===== config.mk =====
export PLATFORM = sky130hd
export DESIGN_NAME = rhx_session_sequencer
export DESIGN_NICKNAME = d
export VERILOG_FILES = /design/src/rtl/rhx_session_sequencer.sv
export SDC_FILE = /design/constraint.sdc
export NUM_CORES = 1
export LEC_CHECK = 0
export ABC_CLOCK_PERIOD_IN_PS = 4400
export BUFFER_PORTS_ARGS = -buffer_cell sky130_fd_sc_hd__buf_2
export CAP_MARGIN = 10
export CORE_MARGIN = 5
export CORE_UTILIZATION = 40
export DETAILED_ROUTE_END_ITERATION = 8
export PLACE_DENSITY = 0.57
export SYNTH_ARGS = -nofsm -noshare
export SYNTH_HDL_FRONTEND = slang
export SYNTH_SLANG_ARGS = --single-unit

===== constraint.sdc =====
create_clock -name aclk -period 4.4 [get_ports aclk]
set_input_delay 0.88 -clock aclk [delete_from_list [all_inputs] [get_ports aclk]]
set_output_delay 0.88 -clock aclk [all_outputs]
set_load 0.1 [all_outputs]

===== src/rtl/rhx_session_sequencer.sv =====
// rhx_session_sequencer
//
// AXI4-Lite master that programs the RHD recording controller and the RHS
// stimulation controller with a fixed, timed write sequence, holds the
// session in RUN, and tears it down again with a two-write stop sequence.
//
// Ports:
//   aclk, aresetn          single clock, asynchronous active-low reset
//   start, stop            single-cycle control pulses from the PS
//   loopback               loopback select, latched at start
//   cfg_*                  register values, latched at start
//   busy, running, err     session status (err is sticky until next start)
//   m_axi_aw*/w*/b*        AXI4-Lite write channels (no read channels)
module rhx_session_sequencer #(
    parameter logic [31:0] RHD_BASE      = 32'h0000_0000,
    parameter logic [31:0] RHS_BASE      = 32'h0001_0000,
    parameter logic [31:0] INIT_WAIT_CYC = 32'd28000,
    parameter logic [31:0] MAG_WAIT_CYC  = 32'd5600,
    parameter logic [31:0] GAP_WAIT_CYC  = 32'd560,
    parameter logic [31:0] ARM_WAIT_CYC  = 32'd28000
) (
    input  logic        aclk,
    input  logic        aresetn,
    input  logic        start,
    input  logic        stop,
    input  logic        loopback,
    input  logic [31:0] cfg_rhd_delay,
    input  logic [31:0] cfg_rhs_mag,
    input  logic [31:0] cfg_rhs_zcheck,
    input  logic [31:0] cfg_rhs_chan,
    input  logic [31:0] cfg_rhs_pw,
    input  logic [31:0] cfg_rhs_ipd,
    input  logic [31:0] cfg_rhs_npulse,
    input  logic [31:0] cfg_rhd_pktlen,
    input  logic [31:0] cfg_rhs_pktlen,
    output logic        busy,
    output logic        running,
    output logic        err,
    output logic [31:0] m_axi_awaddr,
    output logic [2:0]  m_axi_awprot,
    output logic        m_axi_awvalid,
    input  logic        m_axi_awready,
    output logic [31:0] m_axi_wdata,
    output logic [3:0]  m_axi_wstrb,
    output logic        m_axi_wvalid,
    input  logic        m_axi_wready,
    input  logic [1:0]  m_axi_bresp,
    input  logic        m_axi_bvalid,
    output logic        m_axi_bready
);

    // The stop sequence reuses ADDR/RESP; stop_seq_q marks that phase.
    typedef enum logic [2:0] {
        S_IDLE,
        S_ADDR,
        S_RESP,
        S_WAIT,
        S_RUN
    } state_t;

    localparam logic [3:0] LAST_STEP = 4'd14;

    state_t      state_q, state_d;
    logic [3:0]  step_q, step_d;
    logic [31:0] cnt_q, cnt_d;
    logic        stop_seq_q, stop_seq_d;
    logic        stop_idx_q, stop_idx_d;
    logic        stop_pend_q, stop_pend_d;
    logic        lb_q, lb_d;
    logic        err_q, err_d;
    logic        awvalid_q, awvalid_d;
    logic        wvalid_q, wvalid_d;
    logic        bready_q, bready_d;
    logic [31:0] awaddr_q, awaddr_d;
    logic [31:0] wdata_q, wdata_d;
    logic [31:0] cfg_q [9];
    logic [31:0] cfg_d [9];

    logic        do_issue;
    logic        go_stop;
    logic [31:0] iss_addr;
    logic [31:0] iss_data;
    logic        aw_done;
    logic        w_done;
    logic        bad_resp;
    logic [3:0]  nxt;
    logic [31:0] nxt_word;

    // Register address for each configuration step.
    function automatic logic [31:0] step_addr(input logic [3:0] idx);
        logic [31:0] a;
        case (idx)
            4'd0:    a = RHD_BASE + 32'h04;
            4'd1:    a = RHD_BASE + 32'h08;
            4'd2, 4'd3, 4'd4, 4'd5, 4'd6, 4'd7, 4'd8:
                     a = RHS_BASE + {26'd0, idx - 4'd1, 2'b00};
            4'd14:   a = RHD_BASE;
            default: a = RHS_BASE;
        endcase
        return a;
    endfunction

    // Hold time after a step's B handshake; zero for untimed steps.
    function automatic logic [31:0] step_wait(input logic [3:0] idx);
        logic [31:0] w;
        case (idx)
            4'd9:        w = INIT_WAIT_CYC;
            4'd10, 4'd12: w = GAP_WAIT_CYC;
            4'd11:       w = MAG_WAIT_CYC;
            4'd13:       w = ARM_WAIT_CYC;
            default:     w = 32'd0;
        endcase
        return w;
    endfunction

    assign nxt = step_q + 4'd1;

    // Data word for the step following the current one.
    always_comb begin
        nxt_word = 32'd0;
        if (nxt <= 4'd8) begin
            nxt_word = cfg_q[nxt];
        end else begin
            case (nxt)
                4'd9:    nxt_word = {26'd0, lb_q, 5'h03};
                4'd11:   nxt_word = {26'd0, lb_q, 5'h05};
                4'd13:   nxt_word = {26'd0, lb_q, 5'h09};
                4'd14:   nxt_word = {27'd0, lb_q, 4'h5};
                default: nxt_word = 32'd0;
            endcase
        end
    end

    // A channel counts as done once its handshake has happened or happens now.
    assign aw_done  = !awvalid_q || m_axi_awready;
    assign w_done   = !wvalid_q || m_axi_wready;
    assign bad_resp = (m_axi_bresp != 2'b00);

    always_comb begin
        state_d     = state_q;
        step_d      = step_q;
        cnt_d       = cnt_q;
        stop_seq_d  = stop_seq_q;
        stop_idx_d  = stop_idx_q;
        stop_pend_d = stop_pend_q;
        lb_d        = lb_q;
        err_d       = err_q;
        awvalid_d   = awvalid_q;
        wvalid_d    = wvalid_q;
        bready_d    = bready_q;
        awaddr_d    = awaddr_q;
        wdata_d     = wdata_q;
        cfg_d       = cfg_q;
        do_issue    = 1'b0;
        go_stop     = 1'b0;
        iss_addr    = 32'd0;
        iss_data    = 32'd0;

        case (state_q)
            S_IDLE: begin
                // start has priority; a coincident stop is simply dropped
                if (start) begin
                    err_d       = 1'b0;
                    lb_d        = loopback;
                    cfg_d[0]    = cfg_rhd_delay;
                    cfg_d[1]    = cfg_rhd_pktlen;
                    cfg_d[2]    = cfg_rhs_mag;
                    cfg_d[3]    = cfg_rhs_pktlen;
                    cfg_d[4]    = cfg_rhs_zcheck;
                    cfg_d[5]    = cfg_rhs_chan;
                    cfg_d[6]    = cfg_rhs_pw;
                    cfg_d[7]    = cfg_rhs_ipd;
                    cfg_d[8]    = cfg_rhs_npulse;
                    step_d      = 4'd0;
                    stop_seq_d  = 1'b0;
                    stop_idx_d  = 1'b0;
                    stop_pend_d = 1'b0;
                    do_issue    = 1'b1;
                    iss_addr    = step_addr(4'd0);
                    iss_data    = cfg_rhd_delay;
                end
            end

            S_ADDR: begin
                if (stop && !stop_seq_q) stop_pend_d = 1'b1;
                if (m_axi_awready) awvalid_d = 1'b0;
                if (m_axi_wready)  wvalid_d  = 1'b0;
                if (aw_done && w_done) begin
                    state_d  = S_RESP;
                    bready_d = 1'b1;
                end
            end

            S_RESP: begin
                if (stop && !stop_seq_q) stop_pend_d = 1'b1;
                if (m_axi_bvalid) begin
                    bready_d = 1'b0;
                    if (stop_seq_q) begin
                        // errors during teardown are flagged but never stall it
                        if (bad_resp) err_d = 1'b1;
                        if (!stop_idx_q) begin
                            stop_idx_d = 1'b1;
                            do_issue   = 1'b1;
                            iss_addr   = RHD_BASE;
                            iss_data   = 32'd0;
                        end else begin
                            state_d    = S_IDLE;
                            stop_seq_d = 1'b0;
                            stop_idx_d = 1'b0;
                        end
                    end else if (bad_resp) begin
                        err_d   = 1'b1;
                        go_stop = 1'b1;
                    end else if (stop_pend_q || stop) begin
                        go_stop = 1'b1;
                    end else if (step_q == LAST_STEP) begin
                        state_d = S_RUN;
                    end else if (step_wait(step_q) != 32'd0) begin
                        state_d = S_WAIT;
                        cnt_d   = step_wait(step_q) - 32'd1;
                    end else begin
                        step_d   = nxt;
                        do_issue = 1'b1;
                        iss_addr = step_addr(nxt);
                        iss_data = nxt_word;
                    end
                end
            end

            S_WAIT: begin
                if (stop || stop_pend_q) begin
                    go_stop = 1'b1;
                end else if (cnt_q == 32'd0) begin
                    step_d   = nxt;
                    do_issue = 1'b1;
                    iss_addr = step_addr(nxt);
                    iss_data = nxt_word;
                end else begin
                    cnt_d = cnt_q - 32'd1;
                end
            end

            S_RUN: begin
                if (stop) go_stop = 1'b1;
            end

            default: state_d = S_IDLE;
        endcase

        // Stop sequence begins by clearing the RHS control register.
        if (go_stop) begin
            stop_seq_d  = 1'b1;
            stop_idx_d  = 1'b0;
            stop_pend_d = 1'b0;
            do_issue    = 1'b1;
            iss_addr    = RHS_BASE;
            iss_data    = 32'd0;
        end

        if (do_issue) begin
            state_d   = S_ADDR;
            awvalid_d = 1'b1;
            wvalid_d  = 1'b1;
            awaddr_d  = iss_addr;
            wdata_d   = iss_data;
        end
    end

    always_ff @(posedge aclk or negedge aresetn) begin
        if (!aresetn) begin
            state_q     <= S_IDLE;
            step_q      <= 4'd0;
            cnt_q       <= 32'd0;
            stop_seq_q  <= 1'b0;
            stop_idx_q  <= 1'b0;
            stop_pend_q <= 1'b0;
            lb_q        <= 1'b0;
            err_q       <= 1'b0;
            awvalid_q   <= 1'b0;
            wvalid_q    <= 1'b0;
            bready_q    <= 1'b0;
            awaddr_q    <= 32'd0;
            wdata_q     <= 32'd0;
            for (int i = 0; i < 9; i++) cfg_q[i] <= 32'd0;
        end else begin
            state_q     <= state_d;
            step_q      <= step_d;
            cnt_q       <= cnt_d;
            stop_seq_q  <= stop_seq_d;
            stop_idx_q  <= stop_idx_d;
            stop_pend_q <= stop_pend_d;
            lb_q        <= lb_d;
            err_q       <= err_d;
            awvalid_q   <= awvalid_d;
            wvalid_q    <= wvalid_d;
            bready_q    <= bready_d;
            awaddr_q    <= awaddr_d;
            wdata_q     <= wdata_d;
            for (int i = 0; i < 9; i++) cfg_q[i] <= cfg_d[i];
        end
    end

    assign busy          = (state_q != S_IDLE);
    assign running       = (state_q == S_RUN);
    assign err           = err_q;
    assign m_axi_awaddr  = awaddr_q;
    assign m_axi_awprot  = 3'b000;
    assign m_axi_awvalid = awvalid_q;
    assign m_axi_wdata   = wdata_q;
    assign m_axi_wstrb   = 4'hF;
    assign m_axi_wvalid  = wvalid_q;
    assign m_axi_bready  = bready_q;

endmodule


==> impl_results.md <==
- Starting Density: 0.405
- CP Max Fanout: 13
- Max cap viols: 0
- Async S/R FF share, synth: 1.00
- Sequential power share: 0.374
- Worst slew margin: 0.136
- Vias: 15100
- Clk buf depth: 3
- Die ar.: 49100 sq um
- WS Path Type: flip-flop to flip-flop
- Dpl cells: 2844
- Final Wtd Congestion: 0.876
- Minimum clock period: 3.57 ns
- Largest net degree at the start of global routing: 237
- Post CTS Setup Buffer Count: 0
- Comb power frac: 0.403
- CP required: 4.89 ns
- TNS Setup: 0 ns
- Switch share: 0.417
- Clock root buffer: clkbuf_16
- Total track usage: 0.228
- Num CTS Buffers: 43
- Worst hold path class: input port to async pin
- RSZ-0062 raised after global routing: false
- CP endpoint kind: flip-flop
- Flop and latch count out of synthesis: 372
- Fin cells: 2925
- Routed WL: 56700 um
- WL per Instance: 19.4 um
- CP arrival: 4.07 ns
- Startpoint types: flip-flop
- Detailed Routing Iterations Pass 1: 5
- Leakage power: 10.9 nW
- Mean Syn Cell Area: 8.89 sq um
- Final Skew: 0.0127 ns
- Core area: 44200 sq um
- Cell count after synthesis: 2013
- Clk Latency, worst-skew pair: 0.57 ns
- Total global routing overflow: 0
- Cts hold-fix bufs: 0
- Reg2Reg Depth: 8
- Hold Violations, Final: 0
- Clock share of power: 0.223
- Worst Max-Slew Pin Slew: 1.30 ns
- Hold WS: 0.308 ns
- CTS clock-pin slew for the worst setup and hold paths: 0.06 ns
- NumNets Final: 2603
- Chip Height: 221 um
- Worst R2R Setup Slack: 0.83 ns
- Synth Flop Type: dfrtp_1
- Tcrit/Tclk final: 0.812
- Final setup vio count: 0
- Rows: 77
- Vias per inst: 5.17
- Peak Freq: 280 MHz
- Vias in the first global route: 15600
- DP Wirelength: 40200 um
- Area growth, synth to finish: 19.8%
- Post-synthesis cell area: 17900 sq um
- VDD IR max: 0.384 mV
- CTS tree: built
- DR iter-0 viols: 1163
- DRC viols: 0
- Pint: 9.17 mW
- Final Max Tran Viols: 0
- Status: finished, final reports clean
- Synth unique cells: 67
- Die width: 221 um
- Power Density: 734 nW/um^2
- Worst flop-to-flop path startpoint: step_q[0]
- Post-synth EDFFs: 0
- Sequential fraction of the synthesis area: 0.520
- Worst r2r dst: cnt_q[30]
- Synth warn: 0
- Io pins: 375
- Antenna-violating nets left: 0
- CTS sink count: 372
- Share of layout cells above drive strength 1: 0.223
- # port buffers: 340
- Depth of the CTS H-tree: 2
- Initial antenna violation count: 2
- Post-CTS resize count: 0
- P_sw: 6.56 mW
- Global-route wire length before repair: 89300 um
[synthesized netlist by cell type (all sizes together), types with 5 or more instances]
cell / count / area [sq um]
o31ai: 9 / 67.6
and3: 5 / 31.3
o22ai: 5 / 31.3
inv: 13 / 48.8
or3: 10 / 67.6
a31oi: 8 / 80.1
nand2b: 5 / 31.3
buf: 58 / 380
xor2: 7 / 61.3
nand2: 987 / 3700
clkbuf: 103 / 387
nor4: 5 / 31.3
o21ai: 49 / 245
mux2i: 5 / 50.1
nor3: 14 / 85.1
dfrtp: 372 / 9310
mux4: 64 / 1440
o211ai: 38 / 285
a21oi: 82 / 410
nor2: 33 / 124
xnor2: 6 / 60.1
ha: 8 / 100
nand3: 58 / 290
[registers in the layout, summed over array words and instances (netlist names), 3 cells and up]
name,count
cfg_q,288
cnt_q,32
m_axi_wdata,32
m_axi_awaddr,5
step_q,4
state_q,3
[kinds of logic (layout without fill, tap and decap cells)]
| kind of cell | after synthesis | count (layout) | synth area share |
|---|---|---|---|
| DFF | 372 | 372 | 0.520 |
| xor gates and xnor gates | 13 | 13 | 0.00678 |
| buffers and inverters | 174 | 461 | 0.0456 |
| muxes | 69 | 69 | 0.0834 |
| and+or+nand+nor | 1147 | 1147 | 0.257 |
| other | 2 | 35 | 0.000420 |
| adders and majority gates | 8 | 8 | 0.00560 |
| AOI/OAI and AO/OA | 228 | 228 | 0.0807 |
[cell usage in the layout (no fill, tap or decap), types with 7 or more instances in the layout]
cell / n
a21oi_1: 82
buf_2: 339
buf_4: 22
clkbuf_1: 15
clkbuf_16: 44
clkinv_2: 9
conb_1: 34
dfrtp_1: 371
ha_1: 7
inv_1: 13
mux4_2: 64
nand2_1: 987
nand3_1: 57
nor2_1: 33
nor3_1: 10
o211ai_1: 38
o21ai_0: 37
o21ai_1: 12
o31ai_1: 9
or3_1: 9
[metal layers]
layer / global-route usage / vias up / part of all wire
met5: 0 / - / 0.00023
met4: 0.0616 / 2 / 0.026
met3: 0.0441 / 90 / 0.058
met2: 0.366 / 440 / 0.47
met1: 0.319 / 7417 / 0.44
li1: - / 7170 / -
[layout make-up]
cell class	count	area, sq um
clock buffers	64	1230
inverters	13	48.8
clock inverters	16	154
fillers	4277	22800
repair buffers	368	2000
well taps	592	741
multi-input cells	1499	7960
flip-flops and latches	372	9310
diodes	1	2.50
[stage by stage]
step,instance area (sq um),setup slack [ns],util,total power [mW]
floorplan,18000,1.20,-,10.5
global placement,20100,0.900,0.454,12.2
detailed placement,20100,0.799,0.454,12.3
CTS,21400,0.903,0.485,15.9
global route,21400,0.683,0.485,16.8
finish,21400,0.827,0.485,15.7
[power groups by stage]
stage / clock [mW] / sequential, mW / combinational [mW]
after floorplan: 0 / 6.59 / 3.92
after global placement: 0 / 5.87 / 6.31
after global routing: 3.75 / 6.08 / 7.00
after detailed placement: 0 / 5.92 / 6.38
after CTS: 3.61 / 5.88 / 6.41
final: 3.51 / 5.89 / 6.34
[worst max path at each step]
stage | start | endpoint | slack, ns | cells past startpoint
6_report | step_q[0] | cnt_q[30] | 0.83 | 8
5_1_grt | step_q[0] | cnt_q[30] | 0.68 | 8
4_1_cts | step_q[0] | cnt_q[30] | 0.90 | 8
3_5_place_dp | stop | m_axi_wdata[2] | 0.80 | 8
3_3_place_gp | stop | m_axi_wdata[2] | 0.90 | 8
2_1_floorplan | step_q[0] | cnt_q[29] | 1.20 | 10
[critical path, stage by stage, from the launching register on]
cell and delay, ns:
dfrtp_4 0.44, inv_1 0.16, ha_1 0.34, or4_4 0.55, a31oi_4 0.29, o2111a_1 0.39, o2111ai_1 0.61, or3_1 0.57
a21oi_1 0.15
Power figures use the tool's default switching activity.
